<file path="src/rtl/processor_pkg.sv">
// Shared processor definitions: opcode map, program base address and the
// program loader state encoding.
package processor_pkg;

    localparam logic [3:0] OP_NOP = 4'h0;
    localparam logic [3:0] OP_ADD = 4'h1;
    localparam logic [3:0] OP_SUB = 4'h2;
    localparam logic [3:0] OP_AND = 4'h3;
    localparam logic [3:0] OP_OR  = 4'h4;
    localparam logic [3:0] OP_XOR = 4'h5;
    localparam logic [3:0] OP_LD  = 4'h6;
    localparam logic [3:0] OP_ST  = 4'h7;
    localparam logic [3:0] OP_JMP = 4'h8;
    localparam logic [3:0] OP_CMP = 4'h9;
    localparam logic [3:0] OPCODE_MAX = 4'h9;

    localparam logic [11:0] PROGRAM_BASE      = 12'h100;
    localparam logic [7:0]  LOADER_START_BYTE = 8'hA5;

    typedef enum logic [2:0] {
        ST_IDLE    = 3'd0,
        ST_ADDR_HI = 3'd1,
        ST_ADDR_LO = 3'd2,
        ST_CNT_HI  = 3'd3,
        ST_CNT_LO  = 3'd4,
        ST_DATA    = 3'd5,
        ST_CHECK   = 3'd6,
        ST_FINISH  = 3'd7
    } loader_state_e;

endpackage

</file>
<file path="src/rtl/program_loader_if.sv">
// Loader bus: byte stream in (valid/ready), memory write port and status out.
// A byte transfers on a rising clk edge where in_valid && in_ready; the source
// holds in_data stable while in_valid is high and in_ready low.
interface program_loader_if;
    import processor_pkg::*;

    logic          in_valid;
    logic [7:0]    in_data;
    logic          in_ready;
    logic          mem_we;
    logic [11:0]   mem_addr;
    logic [31:0]   mem_wdata;
    logic          cpu_hold;
    logic          load_done;
    logic          load_error;
    logic          busy;
    loader_state_e state;

    modport master (
        input  in_valid, in_data,
        output in_ready, mem_we, mem_addr, mem_wdata,
        output cpu_hold, load_done, load_error, busy, state
    );

    modport slave (
        output in_valid, in_data,
        input  in_ready, mem_we, mem_addr, mem_wdata,
        input  cpu_hold, load_done, load_error, busy, state
    );

endinterface

</file>
<file path="src/rtl/program_loader.sv">
// Framed byte-stream loader writing 32-bit words into program memory.
// Optional build macro LOADER_OPCODE_CHECK_EN rejects words with undefined opcodes.
module program_loader
    import processor_pkg::*;
#(
    parameter logic [7:0]  START_BYTE   = LOADER_START_BYTE,
    parameter logic [11:0] DEFAULT_BASE = PROGRAM_BASE
) (
    input  logic             clk,
    input  logic             reset_n,
    program_loader_if.master bus
);

    loader_state_e state, next_state;

    logic [11:0] addr_q;
    logic [11:0] count_q;
    logic [1:0]  byte_idx;
    logic [31:0] word_q;
    logic [7:0]  cks_q;
    logic        ok_q;
    logic        mem_we_q;
    logic [11:0] mem_addr_q;
    logic [31:0] mem_wdata_q;
    logic        in_ready;

    logic        fire;
    logic [31:0] word_full;
    logic        word_done;
    logic        opcode_bad;

    assign fire      = bus.in_valid && in_ready;
    assign word_full = {word_q[23:0], bus.in_data};
    assign word_done = fire && (state == ST_DATA) && (byte_idx == 2'd3);

`ifdef LOADER_OPCODE_CHECK_EN
    assign opcode_bad = (word_full[31:28] > OPCODE_MAX);
`else
    assign opcode_bad = 1'b0;
`endif

    always_ff @(posedge clk) begin
        if (!reset_n) state <= ST_IDLE;
        else          state <= next_state;
    end

    always_comb begin
        next_state = state;
        in_ready   = 1'b1;
        case (state)
            ST_IDLE:    if (fire && bus.in_data == START_BYTE) next_state = ST_ADDR_HI;
            ST_ADDR_HI: if (fire) next_state = ST_ADDR_LO;
            ST_ADDR_LO: if (fire) next_state = ST_CNT_HI;
            ST_CNT_HI:  if (fire) next_state = ST_CNT_LO;
            ST_CNT_LO: begin
                if (fire)
                    next_state = ({count_q[11:8], bus.in_data} == 12'd0) ? ST_CHECK : ST_DATA;
            end
            ST_DATA: begin
                if (word_done) begin
                    if (opcode_bad)            next_state = ST_FINISH;
                    else if (count_q == 12'd1) next_state = ST_CHECK;
                end
            end
            ST_CHECK:   if (fire) next_state = ST_FINISH;
            ST_FINISH: begin
                // One dead cycle that carries the done/error pulse.
                in_ready   = 1'b0;
                next_state = ST_IDLE;
            end
            default:    next_state = ST_IDLE;
        endcase
    end

    always_ff @(posedge clk) begin
        if (!reset_n) begin
            addr_q      <= '0;
            count_q     <= '0;
            byte_idx    <= '0;
            word_q      <= '0;
            cks_q       <= '0;
            ok_q        <= 1'b0;
            mem_we_q    <= 1'b0;
            mem_addr_q  <= '0;
            mem_wdata_q <= '0;
        end else begin
            mem_we_q <= 1'b0;
            if (fire) begin
                case (state)
                    ST_IDLE: begin
                        if (bus.in_data == START_BYTE) begin
                            cks_q    <= '0;
                            byte_idx <= '0;
                            word_q   <= '0;
                        end
                    end
                    ST_ADDR_HI: begin
                        addr_q <= {bus.in_data[3:0], addr_q[7:0]};
                        cks_q  <= cks_q ^ bus.in_data;
                    end
                    ST_ADDR_LO: begin
                        addr_q <= {addr_q[11:8], bus.in_data};
                        cks_q  <= cks_q ^ bus.in_data;
                    end
                    ST_CNT_HI: begin
                        count_q <= {bus.in_data[3:0], count_q[7:0]};
                        cks_q   <= cks_q ^ bus.in_data;
                    end
                    ST_CNT_LO: begin
                        count_q <= {count_q[11:8], bus.in_data};
                        cks_q   <= cks_q ^ bus.in_data;
                        if (addr_q == 12'hFFF) addr_q <= DEFAULT_BASE;
                    end
                    ST_DATA: begin
                        cks_q    <= cks_q ^ bus.in_data;
                        word_q   <= word_full;
                        byte_idx <= byte_idx + 2'd1;
                        if (byte_idx == 2'd3) begin
                            if (opcode_bad) begin
                                ok_q <= 1'b0;
                            end else begin
                                // Write lands the cycle after the 4th byte.
                                mem_we_q    <= 1'b1;
                                mem_addr_q  <= addr_q;
                                mem_wdata_q <= word_full;
                                addr_q      <= addr_q + 12'd1;
                                count_q     <= count_q - 12'd1;
                            end
                        end
                    end
                    ST_CHECK:  ok_q <= (bus.in_data == cks_q);
                    default: ;
                endcase
            end
        end
    end

    assign bus.in_ready   = in_ready;
    assign bus.mem_we     = mem_we_q;
    assign bus.mem_addr   = mem_addr_q;
    assign bus.mem_wdata  = mem_wdata_q;
    assign bus.cpu_hold   = (state != ST_IDLE);
    assign bus.busy       = (state != ST_IDLE);
    assign bus.load_done  = (state == ST_FINISH) && ok_q;
    assign bus.load_error = (state == ST_FINISH) && !ok_q;
    assign bus.state      = state;

endmodule

</file>
<file path="src/flat_wrapper.sv">
// flat-port wrapper written by rule: the top's interface ports become plain ports
module program_loader_flat import processor_pkg::*;
#(
    parameter logic [7:0]  START_BYTE   = LOADER_START_BYTE,
    parameter logic [11:0] DEFAULT_BASE = PROGRAM_BASE
)
  (clk, reset_n, bus_in_valid, bus_in_data, bus_in_ready, bus_mem_we, bus_mem_addr, bus_mem_wdata, bus_cpu_hold, bus_load_done, bus_load_error, bus_busy, bus_state);
  program_loader_if bus_i ();
  input  logic clk;
  input  logic reset_n;
  input wire logic [$bits(bus_i.in_valid)-1:0] bus_in_valid;
  input wire logic [$bits(bus_i.in_data)-1:0] bus_in_data;
  output wire logic [$bits(bus_i.in_ready)-1:0] bus_in_ready;
  output wire logic [$bits(bus_i.mem_we)-1:0] bus_mem_we;
  output wire logic [$bits(bus_i.mem_addr)-1:0] bus_mem_addr;
  output wire logic [$bits(bus_i.mem_wdata)-1:0] bus_mem_wdata;
  output wire logic [$bits(bus_i.cpu_hold)-1:0] bus_cpu_hold;
  output wire logic [$bits(bus_i.load_done)-1:0] bus_load_done;
  output wire logic [$bits(bus_i.load_error)-1:0] bus_load_error;
  output wire logic [$bits(bus_i.busy)-1:0] bus_busy;
  output wire logic [$bits(bus_i.state)-1:0] bus_state;
  assign bus_i.in_valid = bus_in_valid;
  assign bus_i.in_data = bus_in_data;
  assign bus_in_ready = bus_i.in_ready;
  assign bus_mem_we = bus_i.mem_we;
  assign bus_mem_addr = bus_i.mem_addr;
  assign bus_mem_wdata = bus_i.mem_wdata;
  assign bus_cpu_hold = bus_i.cpu_hold;
  assign bus_load_done = bus_i.load_done;
  assign bus_load_error = bus_i.load_error;
  assign bus_busy = bus_i.busy;
  assign bus_state = bus_i.state;
  program_loader #(.START_BYTE(START_BYTE), .DEFAULT_BASE(DEFAULT_BASE)) u_core (.clk(clk), .reset_n(reset_n), .bus(bus_i));
endmodule
</file>
<file path="config.mk">
export PLATFORM = sky130hd
export DESIGN_NAME = program_loader_flat
export DESIGN_NICKNAME = d
export VERILOG_FILES = /design/src/rtl/processor_pkg.sv /design/src/rtl/program_loader_if.sv /design/src/rtl/program_loader.sv /design/src/flat_wrapper.sv
export SDC_FILE = /design/constraint.sdc
export NUM_CORES = 1
export LEC_CHECK = 0
export ABC_AREA = 1
export CORE_AREA = 2 2 78 154
export CTS_BUF_LIST = sky130_fd_sc_hd__clkbuf_16
export CTS_CLUSTER_SIZE = 30
export DETAILED_ROUTE_END_ITERATION = 8
export DIE_AREA = 0 0 80 156
export GPL_ROUTABILITY_DRIVEN = 0
export HOLD_SLACK_MARGIN = 0.06
export MAX_ROUTING_LAYER = met4
export PLACE_DENSITY = 0.75
export REMOVE_ABC_BUFFERS = 1
export SYNTH_ARGS = -nofsm -noshare
export SYNTH_HDL_FRONTEND = slang
export SYNTH_SLANG_ARGS = --single-unit
</file>
<file path="constraint.sdc">
create_clock -name clk -period 2.54 [get_ports clk]
set_clock_uncertainty 0.05 [all_clocks]
set_input_delay 0.508 -clock clk [delete_from_list [all_inputs] [get_ports clk]]
set_output_delay 0.508 -clock clk [all_outputs]
set_load 0.02 [all_outputs]
</file>
==> results.json <==
{
  "antenna_cells": 0,
  "vias": 4738,
  "tritoncts_clock_tree": "built",
  "crit_arrival_ps": 1770,
  "power.static_leakage_nw": 2.54,
  "critical_path_cell_with_the_highest_stage_delay": "sky130_fd_sc_hd__clkdlybuf4s50_1",
  "power.density_nw_per_um2": 577,
  "sinks_on_the_clock_net": 107,
  "postPlaceCellArea_um2": 5700,
  "cts.reportedPaths.clkPinSlew_ps": 70,
  "synth_sequential_area_ratio": 0.435,
  "crit_path_start_kind": "flip-flop",
  "groute.usage.overall": 0.216,
  "initial_utilization": 0.437,
  "area_delta_synth_final_pct": 22.0,
  "synth_area_per_cell_um2": 6.95,
  "post-route-drc-count": 0,
  "drt_pass1_iterations": 5,
  "max-vdd-ir-drop_mv": 0.330,
  "worst_path_largest_cell_delay_ps": 610,
  "timing.hold.worst.class": "input pin to flip-flop",
  "rsz_0062_raised_after_global_routing": "false",
  "nNetsFinal": 784,
  "die_height_um": 156,
  "fin_crit_sh": 0.918,
  "cp_cell_sequence": "nand3_2 > nor2_1 > clkdlybuf4s50_1",
  "vias_in_the_first_global_route": 4515,
  "yosys_warnings": 0,
  "maxClockFrequency_ghz": 0.429,
  "clk_path_buf_depth": 2,
  "setup_total_negative_slack_ps": 0,
  "post_synthesis_register_bit_count": 107,
  "clock_tree.htree_level_count": 3,
  "root_buffer": "sky130_fd_sc_hd__clkbuf_16",
  "worstMarginPinSlew_ps": 561,
  "worst-setup-path-type": "flip-flop to primary output",
  "cts_hold_buffers": 0,
  "grt_max_degree": 59,
  "critPathTopFamily": "buffers and inverters",
  "timing.final.hold_violations": 0,
  "remaining_global_route_overflow": 0,
  "outcome": "finished clean",
  "design.core.area_um2": 11300,
  "drt_iter0_markers": 266,
  "post_drt_wl_per_cell_um": 13.8,
  "finalWorstSetupSlack_ps": 209,
  "critical_path.endpoint_type": "primary output",
  "synth_cell_type_count": 30,
  "worstHoldStart": "reset_n",
  "finalMaxSlewViolations": 0,
  "grt_first_pass_wirelength_um": 20800,
  "r2r_end": "u_core.count_q[4]$_SDFFE_PN0P_",
  "critPathMaxFanout": 7,
  "worst-r2r-cell-count": 8,
  "count_of_buffer_and_inverter_cells_on_the_critical_path": 1,
  "routed_wirelength_um": 12600,
  "cts_buffers": 9,
  "placement_rows": 55,
  "critical_path.reg2reg.startpoint": "u_core.bus.state[0]$_SDFFE_PN0P_",
  "relSlewSlack": 0.624,
  "floorplan.die.width_um": 80,
  "antenna_found_initial": 0,
  "boundaryPins": 64,
  "r2r_slack_ps": 440,
  "clock_insertion_delay_worst_skew_ps": 350,
  "hpwlAfterDp_um": 9130,
  "detail_route.vias_per_cell": 5.17,
  "hold_slack_ps": 410,
  "die_area_um2": 12500,
  "final_cell_area_um2": 6010,
  "final_critical_path_required_period_ps": 2330,
  "place_worst_setup_slack_ps": 339,
  "total_setup_violations_reported_at_the_end_of_the_flow": 0,
  "buffer_ports.inserted": 63,
  "max_cap_viol_count": 0,
  "layout-drive-gt1-share": 0.0762,
  "cp.required_ps": 1980,
  "worst_hold_path.endpoint": "u_core.addr_q[10]$_SDFFE_PN0P_",
  "antenna_left": 0,
  "synthesis.area_um2": 4930,
  "min_path_cells": 3,
  "post_synth_inst_count": 709,
  "fillerInstances": 1116
}
==> metal layers <==
layer / track usage / vias up / share of wire
met2: 0.383 / 136 / 0.53
li1: - / 2408 / -
met3: 0.0289 / 33 / 0.040
met1: 0.226 / 2161 / 0.39
met4: 0.116 / 0 / 0.040
met5: - / - / 0
==> state kept, by name (all words and copies together), names as in the netlist, 2 cells and up <==
register              flops
u_core.byte_idx           2
u_core.addr_q            12
u_core.count_q           12
u_core.cks_q              8
u_core.word_q            24
u_core.bus.mem_addr      12
u_core.bus.mem_wdata     32
u_core.bus.state          3
==> cell usage in the layout, fill, tap and decap left out, types with 6 or more instances in the layout <==
cell	n
sky130_fd_sc_hd__buf_4	15
sky130_fd_sc_hd__a21oi_1	78
sky130_fd_sc_hd__xnor2_1	7
sky130_fd_sc_hd__clkdlybuf4s50_1	62
sky130_fd_sc_hd__nand3_1	40
sky130_fd_sc_hd__o22ai_1	6
sky130_fd_sc_hd__inv_1	51
sky130_fd_sc_hd__o21ai_0	66
sky130_fd_sc_hd__nand2_1	165
sky130_fd_sc_hd__dfxtp_1	106
sky130_fd_sc_hd__nor2_1	117
sky130_fd_sc_hd__clkbuf_16	9
==> synth_stat cells (all sizes together) <==
cell | number | area, um2
ha | 4 | 50.1
xnor2 | 7 | 61.3
nand4 | 4 | 25.0
inv | 57 | 219
a31oi | 1 | 6.26
nor3 | 2 | 10.0
a21oi | 79 | 399
buf | 22 | 148
nand3 | 43 | 238
o211ai | 1 | 7.51
o22ai | 6 | 37.5
clkbuf | 9 | 33.8
nor2 | 123 | 502
nand2 | 173 | 684
xor2 | 3 | 26.3
o21ai | 68 | 340
dfxtp | 107 | 2140
==> logic make-up after synthesis <==
kind of cell,after synthesis,synth area share
adder cells (fa/ha/maj),4,0.0102
XOR/XNOR,10,0.0178
AO/OA/AOI/OAI,155,0.160
buffers and inverters,88,0.0812
flip-flops,107,0.435
AND/OR/NAND/NOR,345,0.296
==> area by class of cell <==
class	instances	area [um2]	share of cell area
multi-input cells	514	2390	0.397
flip-flops and latches	107	2140	0.356
repair buffers	80	778	0.129
clock buffers	9	225	0.0374
inverters	57	219	0.0364
well taps	142	178	0.0295
clock inverters	7	83.8	0.0139
==> power by group <==
part	leakage [nW]	switching [mW]	internal, mW	total, mW
registers	0.863	0.0178	1.69	1.71
logic	1.52	0.207	0.108	0.315
clock network	0.153	0.663	0.786	1.45
total	2.54	0.888	2.59	3.47
==> tightest hold or removal path, stage by stage <==
cell	delay, ps
sky130_fd_sc_hd__buf_2	140
sky130_fd_sc_hd__nand2_1	80
sky130_fd_sc_hd__nor2_1	40
==> worst max path at each step <==
stage | start | end | slack, ps | cells after the start
finish | u_core.bus.state[1]$_SDFFE_PN0P_ | bus_load_done | 210 | 3
global route | u_core.bus.state[1]$_SDFFE_PN0P_ | bus_load_error | 120 | 3
CTS | u_core.bus.state[2]$_SDFFE_PN0P_ | bus_busy | 30 | 3
detailed placement | bus_in_valid | u_core.bus.mem_wdata[23]$_SDFFE_PN0P_ | 340 | 10
global placement | bus_in_valid | u_core.bus.mem_wdata[23]$_SDFFE_PN0P_ | 410 | 10
floorplan | u_core.bus.state[0]$_SDFFE_PN0P_ | u_core.bus.mem_addr[1]$_SDFFE_PN0P_ | 20 | 7
==> what timing repair did <==
item,CTS,global route
resized for setup,0,1
buffers inserted,0,0
endpoints found under the setup margin,0,4
==> metrics by stage <==
stage / power (mW) / utilization / cells
2_1_floorplan: 1.92 / - / 678
5_1_grt: 3.61 / 0.533 / 916
3_3_place_gp: 2.06 / 0.505 / 900
4_1_cts: 3.50 / 0.533 / 916
3_5_place_dp: 2.06 / 0.505 / 900
6_report: 3.47 / 0.533 / 916
Power figures use the tool's default switching activity.
